<file path="config.mk">
export PLATFORM = sky130hd
export DESIGN_NAME = axi_rd_arbiter_flat
export DESIGN_NICKNAME = d
export VERILOG_FILES = /design/src/rtl/axi_rd_arbiter_if.sv /design/src/rtl/axi_rd_arbiter.sv /design/src/flat_wrapper.sv
export SDC_FILE = /design/constraint.sdc
export NUM_CORES = 1
export LEC_CHECK = 0
export CELL_PAD_IN_SITES_DETAIL_PLACEMENT = 0
export CELL_PAD_IN_SITES_GLOBAL_PLACEMENT = 2
export CORE_MARGIN = 4
export CORE_UTILIZATION = 21
export DETAILED_ROUTE_END_ITERATION = 10
export GPL_TIMING_DRIVEN = 1
export HOLD_SLACK_MARGIN = 0.06
export PLACE_DENSITY_LB_ADDON = 0.1
export SLEW_MARGIN = 20
export SYNTH_ARGS = -nofsm -noshare
export SYNTH_HDL_FRONTEND = slang
export SYNTH_SLANG_ARGS = --single-unit
</file>
<file path="constraint.sdc">
create_clock -name clk -period 2.8 [get_ports clk]
set_input_delay 0.56 -clock clk [delete_from_list [all_inputs] [get_ports clk]]
set_output_delay 0.56 -clock clk [all_outputs]
set_load 0.01 [all_outputs]
</file>
<file path="src/rtl/axi_rd_arbiter_if.sv">
// AXI read channel (AR/R) bundle shared by the read arbiter
// and whatever AXI slave sits behind it.
interface axi_rd_arbiter_if;
  logic [3:0]  arid;
  logic [31:0] araddr;
  logic [7:0]  arlen;
  logic [2:0]  arsize;
  logic [1:0]  arburst;
  logic [1:0]  arlock;
  logic [3:0]  arcache;
  logic [2:0]  arprot;
  logic        arvalid;
  logic        arready;
  logic [3:0]  rid;
  logic [31:0] rdata;
  logic [1:0]  rresp;
  logic        rlast;
  logic        rvalid;
  logic        rready;

  modport master (
    output arid, araddr, arlen, arsize,
    output arburst, arlock, arcache, arprot,
    output arvalid, rready,
    input  arready, rid, rdata, rresp,
    input  rlast, rvalid
  );

  modport slave (
    input  arid, araddr, arlen, arsize,
    input  arburst, arlock, arcache, arprot,
    input  arvalid, rready,
    output arready, rid, rdata, rresp,
    output rlast, rvalid
  );
endinterface

</file>
<file path="src/rtl/axi_rd_arbiter.sv">
// Round-robin inst/data read arbiter onto one AXI AR/R channel,
// with per-ID outstanding counters and read-after-write hold-off.
module axi_rd_arbiter #(
  parameter int         MAX_OUTST = 2,
  parameter logic [3:0] INST_ID   = 4'd0,
  parameter logic [3:0] DATA_ID   = 4'd1
) (
  input  logic        clk,
  input  logic        reset,
  input  logic        inst_sram_req,
  input  logic [1:0]  inst_sram_size,
  input  logic [31:0] inst_sram_addr,
  output logic        inst_sram_addr_ok,
  output logic        inst_sram_data_ok,
  output logic [31:0] inst_sram_rdata,
  input  logic        data_sram_req,
  input  logic        data_sram_wr,
  input  logic [1:0]  data_sram_size,
  input  logic [31:0] data_sram_addr,
  output logic        data_sram_addr_ok,
  output logic        data_sram_data_ok,
  output logic [31:0] data_sram_rdata,
  input  logic        wr_pending,
  input  logic [31:0] wr_pending_addr,
  output logic        rd_err,
  axi_rd_arbiter_if.master axi
);
  localparam int CW = $clog2(MAX_OUTST + 1);
  typedef logic [CW-1:0] cnt_t;
  typedef enum logic {IDLE, AR_WAIT} state_t;

  state_t      state;
  cnt_t        cnt_inst;
  cnt_t        cnt_data;
  logic        rr_data;
  logic [3:0]  ar_id;
  logic [31:0] ar_addr;
  logic [2:0]  ar_size;
  logic        ar_valid;
  logic        r_ready;

  logic pend_inst;
  logic pend_data;
  logic inst_room;
  logic data_room;
  logic raw_hit;
  logic inst_el;
  logic data_el;
  logic idle;
  logic grant_inst;
  logic grant_data;
  logic ar_fire;
  logic inc_inst;
  logic inc_data;
  logic beat;
  logic rid_inst;
  logic rid_data;
  logic hit_inst;
  logic hit_data;
  logic bad_beat;
  logic unused;

  // A latched AR not yet handed to the slave still occupies a slot.
  assign pend_inst = (state == AR_WAIT) && (ar_id == INST_ID);
  assign pend_data = (state == AR_WAIT) && (ar_id == DATA_ID);
  assign inst_room = (32'(cnt_inst) + 32'(pend_inst))
                   < 32'(MAX_OUTST);
  assign data_room = (32'(cnt_data) + 32'(pend_data))
                   < 32'(MAX_OUTST);

  // Same word as the in-flight write: wait for the write to land.
  assign raw_hit = wr_pending
                && (wr_pending_addr[31:2] == data_sram_addr[31:2]);

  assign inst_el = inst_sram_req && inst_room;
  assign data_el = data_sram_req && !data_sram_wr
                && data_room && !raw_hit;

  assign idle       = (state == IDLE) && !reset;
  assign grant_inst = idle && inst_el && (!data_el || rr_data);
  assign grant_data = idle && data_el && (!inst_el || !rr_data);

  assign inst_sram_addr_ok = grant_inst;
  assign data_sram_addr_ok = grant_data;

  assign ar_fire  = (state == AR_WAIT) && axi.arready;
  assign inc_inst = ar_fire && (ar_id == INST_ID);
  assign inc_data = ar_fire && (ar_id == DATA_ID);

  assign beat     = axi.rvalid && r_ready;
  assign rid_inst = (axi.rid == INST_ID);
  assign rid_data = (axi.rid == DATA_ID);
  assign hit_inst = beat && rid_inst && (cnt_inst != '0);
  assign hit_data = beat && rid_data && (cnt_data != '0);
  assign bad_beat = beat && ((axi.rresp != 2'b00)
                  || !(rid_inst || rid_data)
                  || (rid_inst && (cnt_inst == '0))
                  || (rid_data && (cnt_data == '0)));

  assign axi.arid    = ar_id;
  assign axi.araddr  = ar_addr;
  assign axi.arsize  = ar_size;
  assign axi.arvalid = ar_valid;
  assign axi.arlen   = 8'd0;
  assign axi.arburst = 2'b01;
  assign axi.arlock  = 2'b00;
  assign axi.arcache = 4'd0;
  assign axi.arprot  = 3'd0;
  assign axi.rready  = r_ready;

  // Single-beat reads: rlast carries no information here.
  assign unused = ^{axi.rlast, wr_pending_addr[1:0]};

  // AR issue FSM: latch the granted request, hold it until arready.
  always_ff @(posedge clk) begin
    if (reset) begin
      state    <= IDLE;
      ar_valid <= 1'b0;
      ar_addr  <= '0;
      ar_id    <= '0;
      ar_size  <= '0;
      rr_data  <= 1'b1;
    end else begin
      unique case (state)
        IDLE: begin
          unique case (1'b1)
            grant_inst: begin
              ar_addr  <= inst_sram_addr;
              ar_size  <= {1'b0, inst_sram_size};
              ar_id    <= INST_ID;
              ar_valid <= 1'b1;
              rr_data  <= 1'b0;
              state    <= AR_WAIT;
            end
            grant_data: begin
              ar_addr  <= data_sram_addr;
              ar_size  <= {1'b0, data_sram_size};
              ar_id    <= DATA_ID;
              ar_valid <= 1'b1;
              rr_data  <= 1'b1;
              state    <= AR_WAIT;
            end
            default: ;
          endcase
        end
        AR_WAIT: begin
          if (axi.arready) begin
            ar_valid <= 1'b0;
            state    <= IDLE;
          end
        end
        default: state <= IDLE;
      endcase
    end
  end

  // Outstanding reads per ID: up on AR handshake, down on R beat.
  always_ff @(posedge clk) begin
    if (reset) begin
      cnt_inst <= '0;
      cnt_data <= '0;
    end else begin
      case ({inc_inst, hit_inst})
        2'b10:   cnt_inst <= cnt_inst + cnt_t'(1);
        2'b01:   cnt_inst <= cnt_inst - cnt_t'(1);
        default: ;
      endcase
      case ({inc_data, hit_data})
        2'b10:   cnt_data <= cnt_data + cnt_t'(1);
        2'b01:   cnt_data <= cnt_data - cnt_t'(1);
        default: ;
      endcase
    end
  end

  // R routing: steer each beat to its port by rid, flag bad beats.
  always_ff @(posedge clk) begin
    if (reset) begin
      r_ready           <= 1'b0;
      inst_sram_data_ok <= 1'b0;
      data_sram_data_ok <= 1'b0;
      inst_sram_rdata   <= '0;
      data_sram_rdata   <= '0;
      rd_err            <= 1'b0;
    end else begin
      r_ready           <= 1'b1;
      inst_sram_data_ok <= hit_inst;
      data_sram_data_ok <= hit_data;
      if (hit_inst) inst_sram_rdata <= axi.rdata;
      if (hit_data) data_sram_rdata <= axi.rdata;
      if (bad_beat) rd_err <= 1'b1;
    end
  end
endmodule

</file>
<file path="src/flat_wrapper.sv">
// flat-port wrapper written by rule: the top's interface ports become plain ports
module axi_rd_arbiter_flat 
#(
  parameter int         MAX_OUTST = 2,
  parameter logic [3:0] INST_ID   = 4'd0,
  parameter logic [3:0] DATA_ID   = 4'd1
)
  (clk, reset, inst_sram_req, inst_sram_size, inst_sram_addr, inst_sram_addr_ok, inst_sram_data_ok, inst_sram_rdata, data_sram_req, data_sram_wr, data_sram_size, data_sram_addr, data_sram_addr_ok, data_sram_data_ok, data_sram_rdata, wr_pending, wr_pending_addr, rd_err, axi_arid, axi_araddr, axi_arlen, axi_arsize, axi_arburst, axi_arlock, axi_arcache, axi_arprot, axi_arvalid, axi_rready, axi_arready, axi_rid, axi_rdata, axi_rresp, axi_rlast, axi_rvalid);
  axi_rd_arbiter_if axi_i ();
  input  logic clk;
  input  logic reset;
  input  logic inst_sram_req;
  input  logic [1:0] inst_sram_size;
  input  logic [31:0] inst_sram_addr;
  output logic inst_sram_addr_ok;
  output logic inst_sram_data_ok;
  output logic [31:0] inst_sram_rdata;
  input  logic data_sram_req;
  input  logic data_sram_wr;
  input  logic [1:0] data_sram_size;
  input  logic [31:0] data_sram_addr;
  output logic data_sram_addr_ok;
  output logic data_sram_data_ok;
  output logic [31:0] data_sram_rdata;
  input  logic wr_pending;
  input  logic [31:0] wr_pending_addr;
  output logic rd_err;
  output wire logic [$bits(axi_i.arid)-1:0] axi_arid;
  output wire logic [$bits(axi_i.araddr)-1:0] axi_araddr;
  output wire logic [$bits(axi_i.arlen)-1:0] axi_arlen;
  output wire logic [$bits(axi_i.arsize)-1:0] axi_arsize;
  output wire logic [$bits(axi_i.arburst)-1:0] axi_arburst;
  output wire logic [$bits(axi_i.arlock)-1:0] axi_arlock;
  output wire logic [$bits(axi_i.arcache)-1:0] axi_arcache;
  output wire logic [$bits(axi_i.arprot)-1:0] axi_arprot;
  output wire logic [$bits(axi_i.arvalid)-1:0] axi_arvalid;
  output wire logic [$bits(axi_i.rready)-1:0] axi_rready;
  input wire logic [$bits(axi_i.arready)-1:0] axi_arready;
  input wire logic [$bits(axi_i.rid)-1:0] axi_rid;
  input wire logic [$bits(axi_i.rdata)-1:0] axi_rdata;
  input wire logic [$bits(axi_i.rresp)-1:0] axi_rresp;
  input wire logic [$bits(axi_i.rlast)-1:0] axi_rlast;
  input wire logic [$bits(axi_i.rvalid)-1:0] axi_rvalid;
  assign axi_arid = axi_i.arid;
  assign axi_araddr = axi_i.araddr;
  assign axi_arlen = axi_i.arlen;
  assign axi_arsize = axi_i.arsize;
  assign axi_arburst = axi_i.arburst;
  assign axi_arlock = axi_i.arlock;
  assign axi_arcache = axi_i.arcache;
  assign axi_arprot = axi_i.arprot;
  assign axi_arvalid = axi_i.arvalid;
  assign axi_rready = axi_i.rready;
  assign axi_i.arready = axi_arready;
  assign axi_i.rid = axi_rid;
  assign axi_i.rdata = axi_rdata;
  assign axi_i.rresp = axi_rresp;
  assign axi_i.rlast = axi_rlast;
  assign axi_i.rvalid = axi_rvalid;
  axi_rd_arbiter #(.MAX_OUTST(MAX_OUTST), .INST_ID(INST_ID), .DATA_ID(DATA_ID)) u_core (.clk(clk), .reset(reset), .inst_sram_req(inst_sram_req), .inst_sram_size(inst_sram_size), .inst_sram_addr(inst_sram_addr), .inst_sram_addr_ok(inst_sram_addr_ok), .inst_sram_data_ok(inst_sram_data_ok), .inst_sram_rdata(inst_sram_rdata), .data_sram_req(data_sram_req), .data_sram_wr(data_sram_wr), .data_sram_size(data_sram_size), .data_sram_addr(data_sram_addr), .data_sram_addr_ok(data_sram_addr_ok), .data_sram_data_ok(data_sram_data_ok), .data_sram_rdata(data_sram_rdata), .wr_pending(wr_pending), .wr_pending_addr(wr_pending_addr), .rd_err(rd_err), .axi(axi_i));
endmodule
</file>
**After elaboration in Yosys (flattened, before gate mapping)**

Index checks and enable logic that the tools add are counted.

- Register bits after elaboration: 114
- Output and inout port bits: 129

- Add/subtract/negate cells: 6
- $lt $le $gt $ge: 2
- Equality and inequality tests: 9
- Mux-type cells: 13
- Bitwise logic cells: 1
- Reduce and logical (&&, ||, !) cells: 49

Operators by type and width:

| cell | number |
|---|---|
| < comparator 32 x 2 -> 1 bit, second input constant | 2 |
| case mux 32 bit (2 select lines) | 1 |
| == test 30 bit | 1 |
| logical AND 1 bit | 23 |
| nonzero test 2 bit | 6 |
| == test 4 x 1 -> 1 bit, second input constant | 2 |
| logical NOT 4 bit | 2 |
| case mux 2 bit (2 select lines) | 2 |
| case mux 4 bit (2 select lines) | 1 |
| logical NOT 1 bit | 7 |
| adder 2 x 1 -> 3 bit | 2 |
| logical OR 1 bit | 6 |
| case mux 1 bit (2 select lines) | 3 |
| case mux 3 bit (2 select lines) | 1 |
| two-way mux 1 bit | 5 |
| adder 2 x 1 -> 2 bit, second input constant | 2 |
| == test 2 x 1 -> 1 bit, second input constant | 2 |
| == test 2 bit, second input constant | 2 |
| logical NOT 2 bit | 2 |
| != test 2 bit, second input constant | 2 |
| AND reduction 2 bit | 2 |
| subtractor 2 x 1 -> 2 bit, second input constant | 2 |
| OR reduction 2 bit | 1 |
| NOT 1 bit | 1 |

**Depth between registers and ports, before layout**

Gate-level depths: netlist of run 1.

- Word-level depth: 12
- Gate-level depth with buffers: 10
- Depth with buffers taken out: 8

**Least setup slack after synthesis of run 1**

OpenSTA, ideal clock, no wires.

- Kind: input -> register
- Start point: input axi_rid[3]
- End point: register u_core.cnt_data[1]
- Setup time: 70 ps
- Arrival: 2,400 ps
- Required time: 2,730 ps
- Setup slack: 330 ps
- Cell stages on the path: 9
- Path through: nor3_1 -> nand3_1 -> or2_1 -> clkbuf_1 -> inv_2 -> clkbuf_1 -> ha_1 -> or3_1 -> a21oi_1

- Cells in the longest elaborated chain, start to end: 5
- Elaborated cells on any way between the ends: 7

RTL lines:

| item | line | RTL |
|---|---|---|
| start, declared | flat_wrapper.sv:39 | `input wire logic [$bits(axi_i.rid)-1:0] axi_rid;` |
| == test 4 x 1 -> 1 bit (*) | axi_rd_arbiter.sv:92 | `assign rid_data = (axi.rid == DATA_ID);` |
| logical AND 1 bit (*) (2 in a row) | axi_rd_arbiter.sv:94 | `assign hit_data = beat && rid_data && (cnt_data != '0);` |
| named net u_core.hit_data | axi_rd_arbiter.sv:59 | `logic hit_data;` |
| == test 2 x 1 -> 1 bit or == test 2 bit (tied branches) | axi_rd_arbiter.sv:168 | `case ({inc_data, hit_data})` |
| case mux 2 bit (2 select lines) or nonzero test 2 bit (tied branches) | n/a |  |
| end signal, assigned | axi_rd_arbiter.sv:169 | `2'b10: cnt_data <= cnt_data + cnt_t'(1);` |
| end signal, assigned | axi_rd_arbiter.sv:170 | `2'b01: cnt_data <= cnt_data - cnt_t'(1);` |
| end, declared | axi_rd_arbiter.sv:34 | `cnt_t cnt_data;` |

The timed path passes the listed nets; every way through them passes the cells marked *.
A chain may end at the register's enable or synchronous reset.

**Worst setup path after layout of run 1**

- Start point: input wr_pending_addr[9]
- End point: output inst_sram_addr_ok

- Cells in the longest elaborated chain, start to end: 7

RTL lines:

| item | line | RTL |
|---|---|---|
| start, declared | flat_wrapper.sv:26 | `input logic [31:0] wr_pending_addr;` |
| == test 30 bit | axi_rd_arbiter.sv:73 | `&& (wr_pending_addr[31:2] == data_sram_addr[31:2]);` |
| logical AND 1 bit | axi_rd_arbiter.sv:73 |  |
| logical NOT 1 bit | axi_rd_arbiter.sv:77 | `&& data_room && !raw_hit;` |
| logical AND 1 bit | axi_rd_arbiter.sv:77 |  |
| logical NOT 1 bit | axi_rd_arbiter.sv:80 | `assign grant_inst = idle && inst_el && (!data_el \|\| rr_data);` |
| logical OR 1 bit | axi_rd_arbiter.sv:80 |  |
| logical AND 1 bit | axi_rd_arbiter.sv:80 |  |
| end, declared | flat_wrapper.sv:15 | `output logic inst_sram_addr_ok;` |

Every way passes these cells.

==> results of run 1 <==
==> per-layer routing <==
layer  up-vias  part of all wire  global-route usage
met5         -            0.0026                   0
met4        10             0.021              0.0459
met3        32             0.083              0.0577
met2       217              0.47               0.265
met1      2729              0.42               0.185
li1       2885                 -                   -
==> registers in the layout, summed over array words and instances, names as in the netlist <==
signal,cells
u_core.axi.araddr,32
u_core.data_sram_rdata,32
u_core.inst_sram_rdata,32
u_core.axi.arsize,2
u_core.cnt_data,2
u_core.cnt_inst,2
u_core.axi.arid,1
u_core.axi.arvalid,1
u_core.axi.rready,1
u_core.data_sram_data_ok,1
u_core.inst_sram_data_ok,1
u_core.rd_err,1
u_core.rr_data,1
u_core.state,1
==> worst paths after layout <==
check,endpoint,slack (ps),cells past startpoint
min,u_core.data_sram_rdata[15]$_SDFFE_PP0P_,450,2
max reg2reg,u_core.axi.arsize[0]$_SDFFE_PP0P_,590,6
max,inst_sram_addr_ok,70,7
min reg2reg,u_core.data_sram_rdata[15]$_SDFFE_PP0P_,450,2
==> layout by cell type, fill, tap and decap left out, drive strengths merged, types with 23 or more instances in the layout <==
cell type and count:
a21oi 69, buf 53, clkbuf 24, clkdlybuf4s50 203, conb 23, dfxtp 110
nand2 199, nand4 40, nor2 75, o2111a 33, or3 36, xnor2 32
==> cell families after synthesis <==
logic type               after synthesis  synth area share
XOR/XNOR                              34            0.0551
adder cells (fa/ha/maj)                2           0.00463
flip-flops                           110             0.407
other                                  2           0.00139
AO/OA/AOI/OAI                        116             0.152
buffers and inverters                 80            0.0786
AND/OR/NAND/NOR                      367             0.301
==> what timing repair did <==
action	4_1_cts	5_1_grt
setup endpoints to repair	36	36
setup buffers	14	1
pin swaps	21	22
resized for setup	71	48
endpoints found under the hold margin	0	0
==> cell type report <==
type,instances,area (sq um),area share
sequential,110,2200,0.253
timing repair buffer,296,2820,0.325
inverter,4,15.0,0.00173
antenna,2,5.00,0.000575
tap,330,413,0.0475
clock buffer,10,229,0.0263
clock inverter,6,62.6,0.00719
multi-input combinational,542,2950,0.339
==> power by group through the flow <==
| stage | logic (mW) | registers, mW | clock network (mW) |
|---|---|---|---|
| 4_1_cts | 0.737 | 1.66 | 1.38 |
| 3_5_place_dp | 0.738 | 1.69 | 0 |
| 5_1_grt | 0.783 | 1.66 | 1.42 |
| 3_3_place_gp | 0.732 | 1.69 | 0 |
| 2_1_floorplan | 0.277 | 1.71 | 0 |
| 6_report | 0.722 | 1.65 | 1.30 |
==> per-stage QoR <==
step	TNS, ps	util	worst slack, ps	instances
floorplan	0	-	330	732
global placement	-18800	0.328	-628	1270
detailed placement	-21920	0.328	-688	1270
CTS	0	0.345	0.850	1299
global route	0	0.344	4.92	1299
finish	0	0.344	66.2	1300
==> tightest hold or removal path: cells and delay by family (launching register included) <==
family	cells	cell delay, ps
AND/OR/NAND/NOR	1	50
AO/OA/AOI/OAI	1	50
flip-flops	1	310
==> flow_metrics.tcl, run 1 <==
set metrics [dict create \
    cts_root_buffer "clkbuf_16" \
    final_cell_area_sq_um 8700 \
    cap_viol_max_count 0 \
    power_report.internal_total_mw 2.64 \
    vias 5873 \
    timing.final.hold_violations 0 \
    worstHoldPathType "reg -> reg" \
    drv_slew 0 \
    start_kind "input port" \
    nets 1112 \
    grt-ovfl-total 0 \
    power_leakage_nw 3.19 \
    number_of_synthesized_register_bits 110 \
    tritoncts_clock_tree "built" \
    synthArstFlopShare 0 \
    route.detailed.drc 0 \
    synth_area_per_cell_sq_um 7.61 \
    area_growth_pct 60.8 \
    worst_ir_drop_on_vdd_v 0.000237 \
    min_period_ps 2730 \
    cts_buffers 9 \
    insertion_delay_ps 350 \
    power_switching_mw 1.04 \
    synthDistinctLibCells 40 \
    synth_sequential_area_ratio 0.407 \
    cts.sink_count 110 \
    post_synth_instance_area_sq_um 5410 \
    synth_top_area_frac 0.407 \
    synth-edff-count 0 \
    power.share.clock 0.354 \
    pin_count 276 \
    dominant_delay_contributor_by_cell_family_on_the_critical_path "simple AND/OR/NAND/NOR gates" \
    total_power_of_the_final_layout_mw 3.68 \
    setup.worst_path.start "wr_pending_addr[9]" \
    routed_wl_microns 23000 \
    grt_max_degree 65 \
    finalSetupViolations 0 \
    synth.most_common_cell "nand2_1" \
    first_pass_iters 5 \
    floorplan.die.height_microns 168 \
    detailedRoute.firstIterationViolations 290 \
    power_per_cell_area_nw_per_um2 423 \
    netlist_top_cells_count "nand2_1, dfxtp_1, nor2_1, a21oi_1, clkbuf_1" \
    io_buffer_count 249 \
    crit_chain "clkdlybuf4s50_1, xnor2_1, nand4_1, nor4_4, nand2_2, a21oi_2, buf_4" \
    first_pass_grt_wire_length_microns 35100 \
    antenna_found_initial 6 \
    end_kind "output port" \
    worst-endpoint-required_ps 2240 \
    unrepaired_setup_endpoints_after_global_routing "no" \
    r2r_start "u_core.cnt_data[1]$_SDFFE_PP0P_" \
    criticalPathCategory "in -> out" \
    detail-route-antenna-nets 0 \
    crit_buf_inv 2 \
    fin_skew_ps 10.8 \
    placement_rows 58 \
    vias_per_cell 4.52 \
    die_width_microns 168 \
    dominantRegCellSynth "dfxtp_1" \
    fp.dieArea_sq_um 28400 \
    achievable-frequency_ghz 0.366 \
    hold_slack_ps 453 \
    syn_warnings 0 \
    groute.usage.overall 0.156 \
    dpl_cell_area_sq_um 8280 \
    synth_area_leaders "dfxtp_1, nand2_1, o2111a_1" \
    swShare 0.283 \
    start_util 0.214 \
    synthesis.instances 711 \
    tightestPinTransition_ps 705 \
    combinationalPowerShare 0.196 \
    gp_congestion 0.791 \
    worst_path_max_delay_cell "clkdlybuf4s50_1" \
    max_slew_margin 0.530 \
    critical_path.max_fanout 3 \
    ctsLongestPathBuffers 2 \
    synth_top_area_cell "dfxtp_1" \
    htree_levels 3 \
    hpwl_detailed_microns 16400 \
    crit_path_max_incr_delay_ps 480 \
    post-route-period-util 0.976 \
    num-fill-cells 2694 \
    core_area_sq_um 25300 \
    clk_pin_slew_ps 70 \
    hold_path_startpoint "u_core.data_sram_rdata[15]$_SDFFE_PP0P_" \
    grt_pass1_vias 6024 \
    final_layout_size_suffix_gt1_frac 0.104 \
    outcome "finished clean" \
    critical_path_arrival_ps 2170 \
    postCtsHoldBufs 0 \
    portion_of_total_power_attributed_to_sequential_cells 0.450 \
    wire_per_inst_microns 17.7 \
]
(Power assumes the default switching activity.)
==> run 2, diff against run 1 <==
--- a/config.mk
+++ b/config.mk
@@ -5,14 +5,12 @@
 export SDC_FILE = /design/constraint.sdc
 export NUM_CORES = 1
 export LEC_CHECK = 0
-export CELL_PAD_IN_SITES_DETAIL_PLACEMENT = 0
-export CELL_PAD_IN_SITES_GLOBAL_PLACEMENT = 2
 export CORE_MARGIN = 4
-export CORE_UTILIZATION = 21
+export CORE_UTILIZATION = 40
 export DETAILED_ROUTE_END_ITERATION = 10
 export GPL_TIMING_DRIVEN = 1
 export HOLD_SLACK_MARGIN = 0.06
-export PLACE_DENSITY_LB_ADDON = 0.1
+export PLACE_DENSITY = 0.81
 export SLEW_MARGIN = 20
 export SYNTH_ARGS = -nofsm -noshare
 export SYNTH_HDL_FRONTEND = slang
==> run 2 against run 1 <==
Effect of this change:
- fmax grew 0.18%
- largest power group unchanged
- register-to-register slack improved by 70 ps
- count of clock-buffer cells in the layout down 1
- critical path depth up 1
- routed wire length fell by 17%
- sequential cell count unchanged
- clock power barely moved
- highest routed layer is now met4
- design area shrank 1.9%
==> flow_metrics.tcl, run 2 (synthesis results as in run 1) <==
set metrics [dict create \
    groute.usage.overall 0.231 \
    post-route-period-util 0.975 \
    hold-path-cell-count 2 \
    power_per_cell_area_nw_per_um2 428 \
    cap_viol_max_count 0 \
    cts.sink_count 110 \
    mostFrequentLayoutCells "clkdlybuf4s50_1, nand2_1, dfxtp_1" \
    r2r_start "u_core.cnt_data[1]$_SDFFE_PP0P_" \
    floorplan.die.height_microns 124 \
    io_buffer_count 249 \
    first_pass_grt_wire_length_microns 29100 \
    start_kind "input port" \
    criticalPathCategory "in -> out" \
    cts_buffers 9 \
    finalSetupViolations 0 \
    worstHoldPathType "reg -> reg" \
    post_cts.repair.setup_buffers 0 \
    reg2reg_setup_slack_ps 660 \
    antenna_found_initial 0 \
    ctsLongestPathBuffers 2 \
    achievable-frequency_ghz 0.366 \
    seq_area_sq_um 2200 \
    insertion_delay_ps 350 \
    routed_wl_microns 19100 \
    start_util 0.408 \
    timing.final.hold_violations 0 \
    nets 1102 \
    wire_per_inst_microns 16.9 \
    core_area_sq_um 13200 \
    worst_ir_drop_on_vdd_v 0.000313 \
    vias 5888 \
    worst_r2r_endpoint "u_core.axi.araddr[20]$_SDFFE_PP0P_" \
    detail-route-antenna-nets 0 \
    crit_chain "clkdlybuf4s50_1, xnor2_1, nand4_1, nor4_2, buf_4, nand2_4, a21oi_2, buf_2" \
    num-fill-cells 1121 \
    fp.dieArea_sq_um 15400 \
    vias_per_cell 5.19 \
    final_layout_size_suffix_gt1_frac 0.0752 \
    worst_path_max_delay_cell "clkdlybuf4s50_1" \
    grt-ovfl-total 0 \
    fin_skew_ps 9.65 \
    crit_path_max_incr_delay_ps 510 \
    end_kind "output port" \
    outcome "finished clean" \
    postCtsHoldBufs 0 \
    max_slew_margin 0.582 \
    hold-path-endpoint "u_core.data_sram_rdata[20]$_SDFFE_PP0P_" \
    area_growth_pct 57.8 \
    multi_input_area_sq_um 2930 \
    grt_max_degree 61 \
    pin_count 276 \
    gp_congestion 0.888 \
    drv_slew 0 \
    dominant_delay_contributor_by_cell_family_on_the_critical_path "buffers and inverters" \
    final_common_cell "clkdlybuf4s50_1" \
    hpwl_detailed_microns 13600 \
    worst-endpoint-required_ps 2240 \
    power_leakage_nw 3.33 \
    crit_buf_inv 3 \
    placement_rows 42 \
    die_width_microns 124 \
    hold_path_startpoint "u_core.data_sram_rdata[20]$_SDFFE_PP0P_" \
    ff_to_ff_path_depth 6 \
    critical_path_arrival_ps 2170 \
    tritoncts_clock_tree "built" \
    antenna_cells_inserted 0 \
    min_period_ps 2730 \
    grt_pass1_vias 5519 \
    route.detailed.drc 0 \
    cts_root_buffer "clkbuf_16" \
    hold_slack_ps 454 \
    clk_pin_slew_ps 70 \
    tightestPinTransition_ps 627 \
    first_pass_iters 5 \
    critical_path.max_fanout 5 \
    detailedRoute.firstIterationViolations 500 \
    setup-tns-final_ps 0 \
    htree_levels 3 \
]
==> run 2: cell count changes in the layout (fill, tap and decap cells not counted), moves of 3 or more <==
cell / change
buf_4: -10
dlymetal6s2s_1: +23
dlygate4sd2_1: -4
buf_6: -3
clkdlybuf4s15_1: -8
clkdlybuf4s50_1: +8
clkbuf_2: -14
==> run 2: power by group <==
part / switching (mW) / internal (mW)
clock network: 0.643 / 0.627
registers: 0.0340 / 1.62
logic: 0.328 / 0.401
==> run 2: how the worst max path moves through the flow <==
stage	start	end	slack, ps	depth (start not counted)
floorplan	axi_rid[3]	u_core.cnt_data[1]$_SDFFE_PP0P_	330	9
global placement	data_sram_addr[25]	inst_sram_addr_ok	-430	7
detailed placement	data_sram_addr[6]	inst_sram_addr_ok	-480	9
CTS	data_sram_addr[4]	inst_sram_addr_ok	20	9
global route	wr_pending_addr[14]	inst_sram_addr_ok	-20	8
finish	wr_pending_addr[14]	inst_sram_addr_ok	70	8
==> run 2: metrics by stage <==
step	area, sq um	total power [mW]	cells	worst slack [ps]	utilization
2_1_floorplan	5490	1.98	732	330	-
3_3_place_gp	8100	2.40	1118	-432	0.612
3_5_place_dp	8100	2.41	1118	-484	0.612
4_1_cts	8420	3.67	1134	17.2	0.636
5_1_grt	8530	3.80	1134	-23.3	0.644
6_report	8530	3.65	1134	71.1	0.644
==> run 2: worst reg2reg max path, delay by kind of cell (launching register included) <==
family                 cells  cell delay, ps
DFF                        1             340
and+or+nand+nor            2             660
AOI/OAI and AO/OA          2             480
buffers and inverters      2             610
==> run 2: layer usage <==
metal / global-route usage / vias to the layer above / part of all wire
met5: 0 / - / 0
met2: 0.374 / 304 / 0.47
met4: 0.115 / 0 / 0.039
li1: - / 2867 / -
met3: 0.0703 / 39 / 0.098
met1: 0.278 / 2678 / 0.39
==> run 2: final cells by class <==
class                      count  share of cell area
inverter                       4             0.00176
multi-input combinational    542               0.343
sequential                   110               0.258
clock inverter                 7             0.00806
clock buffer                   9              0.0264
timing repair buffer         286               0.337
tap                          176              0.0258
==> run 2: repair_timing <==
action | CTS | global route
endpoints found under the setup margin | 20 | 36
resized for setup | 15 | 38
pin swaps | 7 | 22
==> run 3, diff against run 2 <==
--- a/config.mk
+++ b/config.mk
@@ -11,7 +11,7 @@
 export GPL_TIMING_DRIVEN = 1
 export HOLD_SLACK_MARGIN = 0.06
 export PLACE_DENSITY = 0.81
-export SLEW_MARGIN = 20
+export SLEW_MARGIN = 5
 export SYNTH_ARGS = -nofsm -noshare
 export SYNTH_HDL_FRONTEND = slang
 export SYNTH_SLANG_ARGS = --single-unit
==> results of run 3 <==
No change in the layout: final DEF, timing and power equal those of run 2.
